===== src/rtl/prbs_checker_5.sv =====
// Receive-side checker for a 5-bit Fibonacci LFSR stream: self-seeds, syncs, locks, counts errors.
// Latency: locked/err/err_cnt update one clock after the sampled valid bit.
// Backpressure: none; din is consumed on every din_vld cycle and idle cycles leave all state untouched.
// Optional bit counter (BER denominator) is built only when PRBS_CHK_BITCNT_EN is defined.
module prbs_checker_5 #(
   parameter int               WIDTH    = 5,
   parameter logic [WIDTH-1:0] TAPS     = 5'b10100,
   parameter int               LOCK_CNT = 16,
   parameter int               LOSS_ERR = 4,
   parameter int               ERR_W    = 16
) (
   input  logic             clk,
   input  logic             rst,
   input  logic             din,
   input  logic             din_vld,
   output logic             locked,
   output logic             err,
`ifdef PRBS_CHK_BITCNT_EN
   output logic [31:0]      bit_cnt,
`endif
   output logic [ERR_W-1:0] err_cnt
);

   localparam int SC_W = $clog2(WIDTH + 1);
   localparam int MC_W = $clog2(LOCK_CNT + 1);
   localparam int LC_W = $clog2(LOSS_ERR + 1);

   // Terminal values: a counter sitting at *_LAST is about to take its final increment.
   localparam logic [SC_W-1:0] SEED_LAST = SC_W'(WIDTH - 1);
   localparam logic [MC_W-1:0] RUN_LAST  = MC_W'(LOCK_CNT - 1);
   localparam logic [LC_W-1:0] LOSS_LAST = LC_W'(LOSS_ERR - 1);

   typedef enum logic [1:0] {S_SEED, S_SYNC, S_LOCKED} state_t;

   state_t           state;
   logic [WIDTH-1:0] sr;
   logic [SC_W-1:0]  seed_cnt;
   logic [MC_W-1:0]  match_cnt;
   logic [MC_W-1:0]  good_run;
   logic [LC_W-1:0]  loss_cnt;

   logic             pred;
   logic             mismatch;
   logic [WIDTH-1:0] sr_din;
   logic [WIDTH-1:0] sr_pred;

   // Prediction from the pre-update register, plus both candidate next register values.
   always_comb begin
      pred     = ^(sr & TAPS);
      mismatch = din ^ pred;
      sr_din   = {sr[WIDTH-2:0], din};
      sr_pred  = {sr[WIDTH-2:0], pred};
   end

   // Seed / sync / locked sequencing with flywheel prediction and error accounting.
   always_ff @(posedge clk) begin
      if (rst) begin
         state     <= S_SEED;
         sr        <= '0;
         seed_cnt  <= '0;
         match_cnt <= '0;
         loss_cnt  <= '0;
         good_run  <= '0;
         locked    <= 1'b0;
         err       <= 1'b0;
         err_cnt   <= '0;
`ifdef PRBS_CHK_BITCNT_EN
         bit_cnt   <= '0;
`endif
      end else begin
         err <= 1'b0;
         if (din_vld) begin
            case (state)
               S_SEED: begin
                  sr <= sr_din;
                  if (seed_cnt == SEED_LAST) begin
                     seed_cnt <= '0;
                     // An all-zero seed is the LFSR lockup state; keep collecting.
                     if (sr_din != '0) begin
                        state     <= S_SYNC;
                        match_cnt <= '0;
                     end
                  end else begin
                     seed_cnt <= seed_cnt + 1'b1;
                  end
               end
               S_SYNC: begin
                  sr <= sr_din;
                  if (mismatch || sr_din == '0) begin
                     state    <= S_SEED;
                     seed_cnt <= '0;
                  end else if (match_cnt == RUN_LAST) begin
                     state     <= S_LOCKED;
                     locked    <= 1'b1;
                     match_cnt <= '0;
                     good_run  <= '0;
                     loss_cnt  <= '0;
                  end else begin
                     match_cnt <= match_cnt + 1'b1;
                  end
               end
               S_LOCKED: begin
                  // Flywheel: the local sequence advances on its own prediction.
                  sr <= sr_pred;
`ifdef PRBS_CHK_BITCNT_EN
                  if (bit_cnt != '1) bit_cnt <= bit_cnt + 1'b1;
`endif
                  if (mismatch) begin
                     err      <= 1'b1;
                     good_run <= '0;
                     if (err_cnt != '1) err_cnt <= err_cnt + 1'b1;
                     if (loss_cnt == LOSS_LAST) begin
                        state    <= S_SEED;
                        locked   <= 1'b0;
                        seed_cnt <= '0;
                        loss_cnt <= '0;
                     end else begin
                        loss_cnt <= loss_cnt + 1'b1;
                     end
                  end else if (good_run == RUN_LAST) begin
                     good_run <= '0;
                     loss_cnt <= '0;
                  end else begin
                     good_run <= good_run + 1'b1;
                  end
               end
               default: begin
                  state    <= S_SEED;
                  seed_cnt <= '0;
               end
            endcase
         end
      end
   end

endmodule


===== config.mk =====
export PLATFORM = sky130hd
export DESIGN_NAME = prbs_checker_5
export DESIGN_NICKNAME = d
export VERILOG_FILES = /design/src/rtl/prbs_checker_5.sv
export SDC_FILE = /design/constraint.sdc
export NUM_CORES = 1
export LEC_CHECK = 0
export BUFFER_PORTS_ARGS = -buffer_cell sky130_fd_sc_hd__buf_4
export CORE_AREA = 3 3 54 81
export CTS_CLUSTER_DIAMETER = 50
export DETAILED_ROUTE_END_ITERATION = 7
export DIE_AREA = 0 0 57 84
export GPL_TIMING_DRIVEN = 1
export PLACE_DENSITY = 0.76
export SLEW_MARGIN = 10
export SYNTH_ARGS = -nofsm -noshare
export SYNTH_HDL_FRONTEND = slang
export SYNTH_SLANG_ARGS = --single-unit

===== constraint.sdc =====
create_clock -name clk -period 2.5 [get_ports clk]
set_clock_uncertainty 0.2 [all_clocks]
set_input_delay 0.5 -clock clk [delete_from_list [all_inputs] [get_ports clk]]
set_output_delay 0.5 -clock clk [all_outputs]
set_load 0.02 [all_outputs]

==> results.md, run 1 <==
- Status: finished clean
- Unrepaired setup endpoints after global routing: false
- Starting density of the core: 57.8%
- Port bufs: 21
- Netlist cell types: between 40 and 50
- Nets: 286
- GPL Wtd Cong: 0.860
- CTS clk-pin slew, worst paths: 0.08 ns
- DRC viols: 0
- Vias in the first global route: 1,875
- Final setup TNS: 0 ns
- Slew headroom: a little over half
- Syn_nets: 262
- Fillers: 332
- Register bit count reported by yosys: just over 40
- Maximum clock insertion buffer count: 2
- Min-delay worst type: register to register
- Final setup fails: 0
- Critical path endpoint category: register
- Max VDD drop: about 370 µV
- Req. time, crit path: roughly 2.5 ns
- Async set-or-reset flop fraction in the synthesized netlist: 0%
- Post-synth top area share: 38.2%
- Fmax: ~430 MHz
- Pre-antenna DRT Iters: 4
- GRT overflow: 0
- Post-CTS Setup Repair Bufs: 0
- DP Wirelength: 3360 µm
- Area leader, netlist: dfxtp_1
- Die width: 57 µm
- Remaining antenna violation count: 0
- Initial antenna violation count: 0
- DR iter-0 viols: 65
- # clock sinks: 41
- Fin crit share: 92.8%
- Critical path type: register to register
- CTS Buf Count: 5
- Final Hold Vio Count: 0
- Number of diodes: 0
- Critical Path Start Type: register
- Pwr Total: 0.00115 W
- Warnings from Yosys: 0
- Worst Path Max Fanout: 6
- Die height: 84 µm
- # IOs: 22
- Total die area: ~0.0048 mm²
- P_leak: 0.940 nW
- Cells after Synth: 252
- Worst skew pair latency: 0.29 ns
- Largest net degree at the start of global routing: 39
- Slew @ Worst Pin: 0.674 ns
- Final wirelength: 4570 µm
- Sequential fraction of the synthesis area: 38.2%
- CTS Hold Bufs: 0
- Vias/cell: 5.95
- Arrival time at the worst endpoint: 2.30 ns
- Global-route wire length before repair: 8250 µm
- Commonest non-fill, non-tap cell in the layout: dfxtp_1
- Root buf cell: clkbuf_8
- # resized after CTS: 0
- PD cells: 471 mW/mm²
- H-tree Lvls: 2
- Ys flop type: dfxtp_1
- Max_cap viols: 0
- Layout cells sized above 1: between 10% and 20%
- EDFF count, synth: 0
- Fin. max-slew vios: 0
- Synth area leaders: dfxtp_1, nor2_1, xnor2_1
- Via Count: 1,898
- Core footprint: 0.00372 mm²
- Avg WL per Cell: 14.3 µm
- Post-layout min period: 2.32 ns
- Total GRT Usage: 20.8%
- Row cnt: 27
- Syn Area/Cell: 8.52 µm²
- Post-DP Area: 0.00236 mm²
- CTS tree: yes
- Design Area, Final: 0.00244 mm²
- Synthesized area: 0.00215 mm²
- Layout area overhead: 13.8%
- Most frequent cells in the layout: dfxtp_1, nor2_1, buf_4, nand2_1
-- synth_stat cells, types with 2 or more instances --
cell	count
a21oi_1	13
a2111oi_0	4
o21ai_0	5
dfxtp_1	41
mux2i_1	7
clkbuf_1	5
buf_2	4
nor3_1	6
a211oi_1	5
nor4_1	6
inv_1	9
and4_1	4
xor2_1	4
ha_1	6
and3_1	4
nor4b_1	2
o31ai_1	3
or3_1	3
nand4b_1	3
o211a_1	2
nand2_1	18
and2_1	2
or4_1	5
nand4_1	2
xnor2_1	12
nand2b_1	5
o21a_1	2
nand3_1	13
nor2b_1	5
nor2_1	35
-- area by class of cell --
cell class                 count  area (µm²)  area share [%]
clock buffer                   7        86.3            3.53
inverter                       9        33.8            1.38
multi-input combinational    193        1250            51.3
sequential                    41         821            33.6
tap                           43        53.8            2.20
timing repair buffer          26         195            7.99
-- state kept, by name (all words and copies together) (netlist names) --
| name | flops |
|---|---|
| err_cnt | 16 |
| good_run | 5 |
| match_cnt | 5 |
| sr | 5 |
| loss_cnt | 3 |
| seed_cnt | 3 |
| state | 2 |
| err | 1 |
| locked | 1 |
-- layer usage --
metal	wire, µm	global-route usage (%)
met4	112	8.44
met3	173	3.56
met2	2380	37.3
met1	1910	23.7
met5	0	0
-- worst paths after layout --
| path | endpoint | slack (ns) | cells after the start | from |
|---|---|---|---|---|
| setup / recovery | loss_cnt[1] | 0.18 | 6 | match_cnt[0] |
| hold / removal | good_run[4] | 0.23 | 2 | good_run[4] |
| setup reg to reg | loss_cnt[1] | 0.18 | 6 | match_cnt[0] |
| hold reg to reg | good_run[4] | 0.23 | 2 | good_run[4] |
-- where the power goes --
| part | total (W) | leakage [nW] | internal [W] | switching, W |
|---|---|---|---|---|
| Clock | 0.000435 | 0.0443 | 0.000219 | 0.000215 |
| Sequential | 0.000661 | 0.331 | 0.000657 | 0.00000383 |
| Combinational | 0.0000550 | 0.565 | 0.0000196 | 0.0000354 |
| Total | 0.00115 | 0.940 | 0.000896 | 0.000255 |
-- critical path, cell delays in order, from the launching register on --
cell and delay (ns):
dfxtp_1 0.38, ha_1 0.22, nand4b_1 0.18, a21bo_2 0.29, nor3_1 0.48, nand2_1 0.18
a31o_2 0.28
-- logic make-up (layout without fill, tap and decap cells) --
group	count (synthesis)	count (layout)	synth area share, %
buf+inv	18	42	3.38
simple gates	118	118	29.2
xor+xnor	17	17	7.69
fa+ha+maj	6	6	3.50
mux	7	7	3.26
compound gates	45	45	14.7
flops	41	41	38.2
-- stage by stage --
stage | worst slack [ns] | utilization [%] | std cells | hold slack, ns
finish | 0.181 | 65.8 | 319 | 0.229
floorplan | 0.432 | - | 252 | 0.207
CTS | 0.161 | 65.8 | 319 | 0.232
detailed placement | 0.187 | 63.4 | 312 | 0.222
global route | 0.0399 | 65.8 | 319 | 0.278
global placement | 0.286 | 63.4 | 312 | 0.219
Power figures use the tool's default switching activity.
==> run 2: changes to the inputs <==
--- a/config.mk
+++ b/config.mk
@@ -5,7 +5,7 @@
 export SDC_FILE = /design/constraint.sdc
 export NUM_CORES = 1
 export LEC_CHECK = 0
-export BUFFER_PORTS_ARGS = -buffer_cell sky130_fd_sc_hd__buf_4
+export BUFFER_PORTS_ARGS = -buffer_cell sky130_fd_sc_hd__buf_2
 export CORE_AREA = 3 3 54 81
 export CTS_CLUSTER_DIAMETER = 50
 export DETAILED_ROUTE_END_ITERATION = 7
==> results.md, run 2 (synthesis gave the netlist of run 1 again) <==
- Status: finished clean
- Vias/cell: 5.98 (+0.48%)
- Int Pwr: 0.000875 W (-2.3%)
- Global-route wire length before repair: 8220 µm (-0.34%)
- Hold path start: good_run[4]
- Commonest non-fill, non-tap cell in the layout: dfxtp_1
- Final setup fails: 0 (unchanged)
- Number of diodes: 0 (unchanged)
- Sw Share: 22.3% (+0.18 points)
- Fin. max-slew vios: 0 (unchanged)
- Remaining antenna violation count: 0 (unchanged)
- CP top delay family: simple AND/OR/NAND/NOR gates
- GPL Wtd Cong: 0.904 (+5.1%)
- Maximum clock insertion buffer count: 2 (unchanged)
- Reg2reg start: match_cnt[0]
- Root buf cell: clkbuf_8
- # clock sinks: 41 (unchanged)
- CTS Buf Count: 5 (unchanged)
- WHS Endpoint: good_run[4]
- Layout area overhead: 11.8%
- Slew @ Worst Pin: 0.635 ns (-0.0392 ns)
- Largest net degree at the start of global routing: 27 (-31%)
- Unrepaired setup endpoints after global routing: false
- DR iter-0 viols: 60 (-7.7%)
- CTS clk-pin slew, worst paths: 0.07 ns (about the same)
- GRT overflow: 0 (unchanged)
- Fin crit share: 90.7% (-2.0 points)
- Die width: 57 µm (unchanged)
- Clock power frac: 36.5% (-1.3 points)
- Max VDD drop: 400 µV (+6.9%)
- Via Count: 1,925 (+1.4%)
- Final wirelength: 4600 µm (+0.72%)
- # resized after CTS: 0 (unchanged)
- # IOs: 22 (unchanged)
- PD cells: 470 mW/mm² (-0.24%)
- Starting density of the core: 57.8% (unchanged)
- Worst Path Max Fanout: 6 (unchanged)
- Crit-path slowest cell: nor3_1
- DP Wirelength: 3380 µm (+0.56%)
- Critical path endpoint category: register
- Core footprint: 0.00372 mm² (unchanged)
- Most frequent cells in the layout: dfxtp_1, nor2_1, buf_2, nand2_1
- Row cnt: 27 (unchanged)
- Max_cap viols: 0 (unchanged)
- Min-delay worst type: register to register
- Final Hold Vio Count: 0 (unchanged)
- Cell Chain, Critical Path: ha_1 > nand4b_1 > a21bo_2 > nor3_1 > nand2_1 > a31o_2
- CTS Hold Bufs: 0 (unchanged)
- Initial antenna violation count: 0 (unchanged)
- Reg2reg setup slack: 0.23 ns (+0.05 ns)
- H-tree Lvls: 2 (unchanged)
- Arrival time at the worst endpoint: 2.25 ns (-0.05 ns)
- DRC viols: 0 (unchanged)
- Fmax: 441 MHz (+2.2%)
- Final setup TNS: 0 ns (unchanged)
- Slew headroom: 57.5% (+2.8 points)
- Reg2reg end: loss_cnt[1]
- Critical Path Start Type: register
- Critical path type: register to register
- Slowest cell delay on critical path: 0.48 ns (about the same)
- Total die area: 0.00479 mm² (unchanged)
- P_leak: 0.943 nW (+0.37%)
- Post-CTS Setup Repair Bufs: 0 (unchanged)
- Worst skew pair latency: 0.29 ns (about the same)
- CTS tree: yes
- Pre-antenna DRT Iters: 4 (unchanged)
- Max reg flops: 16 (unchanged)
- Avg WL per Cell: 14.3 µm (-0.22%)
- Die height: 84 µm (unchanged)
- Pwr Total: 0.00113 W (-2.0%)
- Layout cells sized above 1: 14.0% (+0.21 points)
- Buf/Inv on CP: 0 (unchanged)
- R2R depth: 6 (unchanged)
- Comb power frac: 4.9% (about the same)
- NetSw: 0.000252 W (-1.2%)
- Nets: 288 (+0.70%)
- Post-layout min period: 2.27 ns (-0.0504 ns)
- Port bufs: 21 (unchanged)
- Total GRT Usage: 21.0% (+0.18 points)
- Vias in the first global route: 1,918 (+2.3%)
- Sequential power share: 58.6% (+1.2 points)
- Req. time, crit path: 2.48 ns (about the same)
- Top reg by flops: err_cnt
- WHS Path Cells: 2 (unchanged)
[run 2: cell types whose count changed in the layout (fill, tap and decap cells not counted)]
cell	before	now
buf_2	0	21
clkbuf_8	6	5
buf_4	26	7
clkbuf_1	1	3
[run 2: worst min-delay path: stages (launching register included)]
cell and delay, ns:
dfxtp_1 0.31, nand2_1 0.05, a21oi_1 0.03
[run 2: worst max-delay path by stage]
stage | startpoint | to | cells after the start
final | match_cnt[0] | loss_cnt[1] | 6
after detailed placement | match_cnt[0] | loss_cnt[1] | 6
after global placement | din | loss_cnt[1] | 6
after CTS | match_cnt[0] | loss_cnt[1] | 6
after global routing | match_cnt[1] | loss_cnt[1] | 6
after floorplan | err_cnt[0] | err_cnt[5] | 6
[run 2: layout make-up]
cell class | count | area [µm²]
repair buffers | 28 | 158
fillers | 336 | 1320
flip-flops and latches | 41 | 821
inverters | 9 | 33.8
well taps | 43 | 53.8
multi-input cells | 193 | 1250
clock buffers | 8 | 80.1
[run 2: metal layers]
metal  track usage (%)  vias up  wire length [µm]
met4              8.86        0               110
met2              38.5       38              2420
met5                 0        -                 0
met3              3.25       10               165
li1                  -      966                 -
met1              23.1      911              1910
[run 2: power by group through the flow]
stage	Sequential (W)	Combinational, W	Clock (W)
3_3_place_gp	0.000676	0.0000550	0
5_1_grt	0.000661	0.0000638	0.000450
3_5_place_dp	0.000676	0.0000558	0
6_report	0.000661	0.0000554	0.000411
4_1_cts	0.000660	0.0000561	0.000429
2_1_floorplan	0.000675	0.0000400	0
[run 2: metrics by stage]
step           hold WS, ns  worst slack (ns)  utilization, %  std cells  instance area [µm²]
4_1_cts              0.234             0.240            64.6        322                 2400
3_3_place_gp         0.220             0.285            62.4        314                 2320
5_1_grt              0.279            0.0460            64.6        322                 2400
3_5_place_dp         0.220             0.239            62.4        314                 2320
6_report             0.236             0.231            64.6        322                 2400
2_1_floorplan        0.207             0.432               -        252                 2150
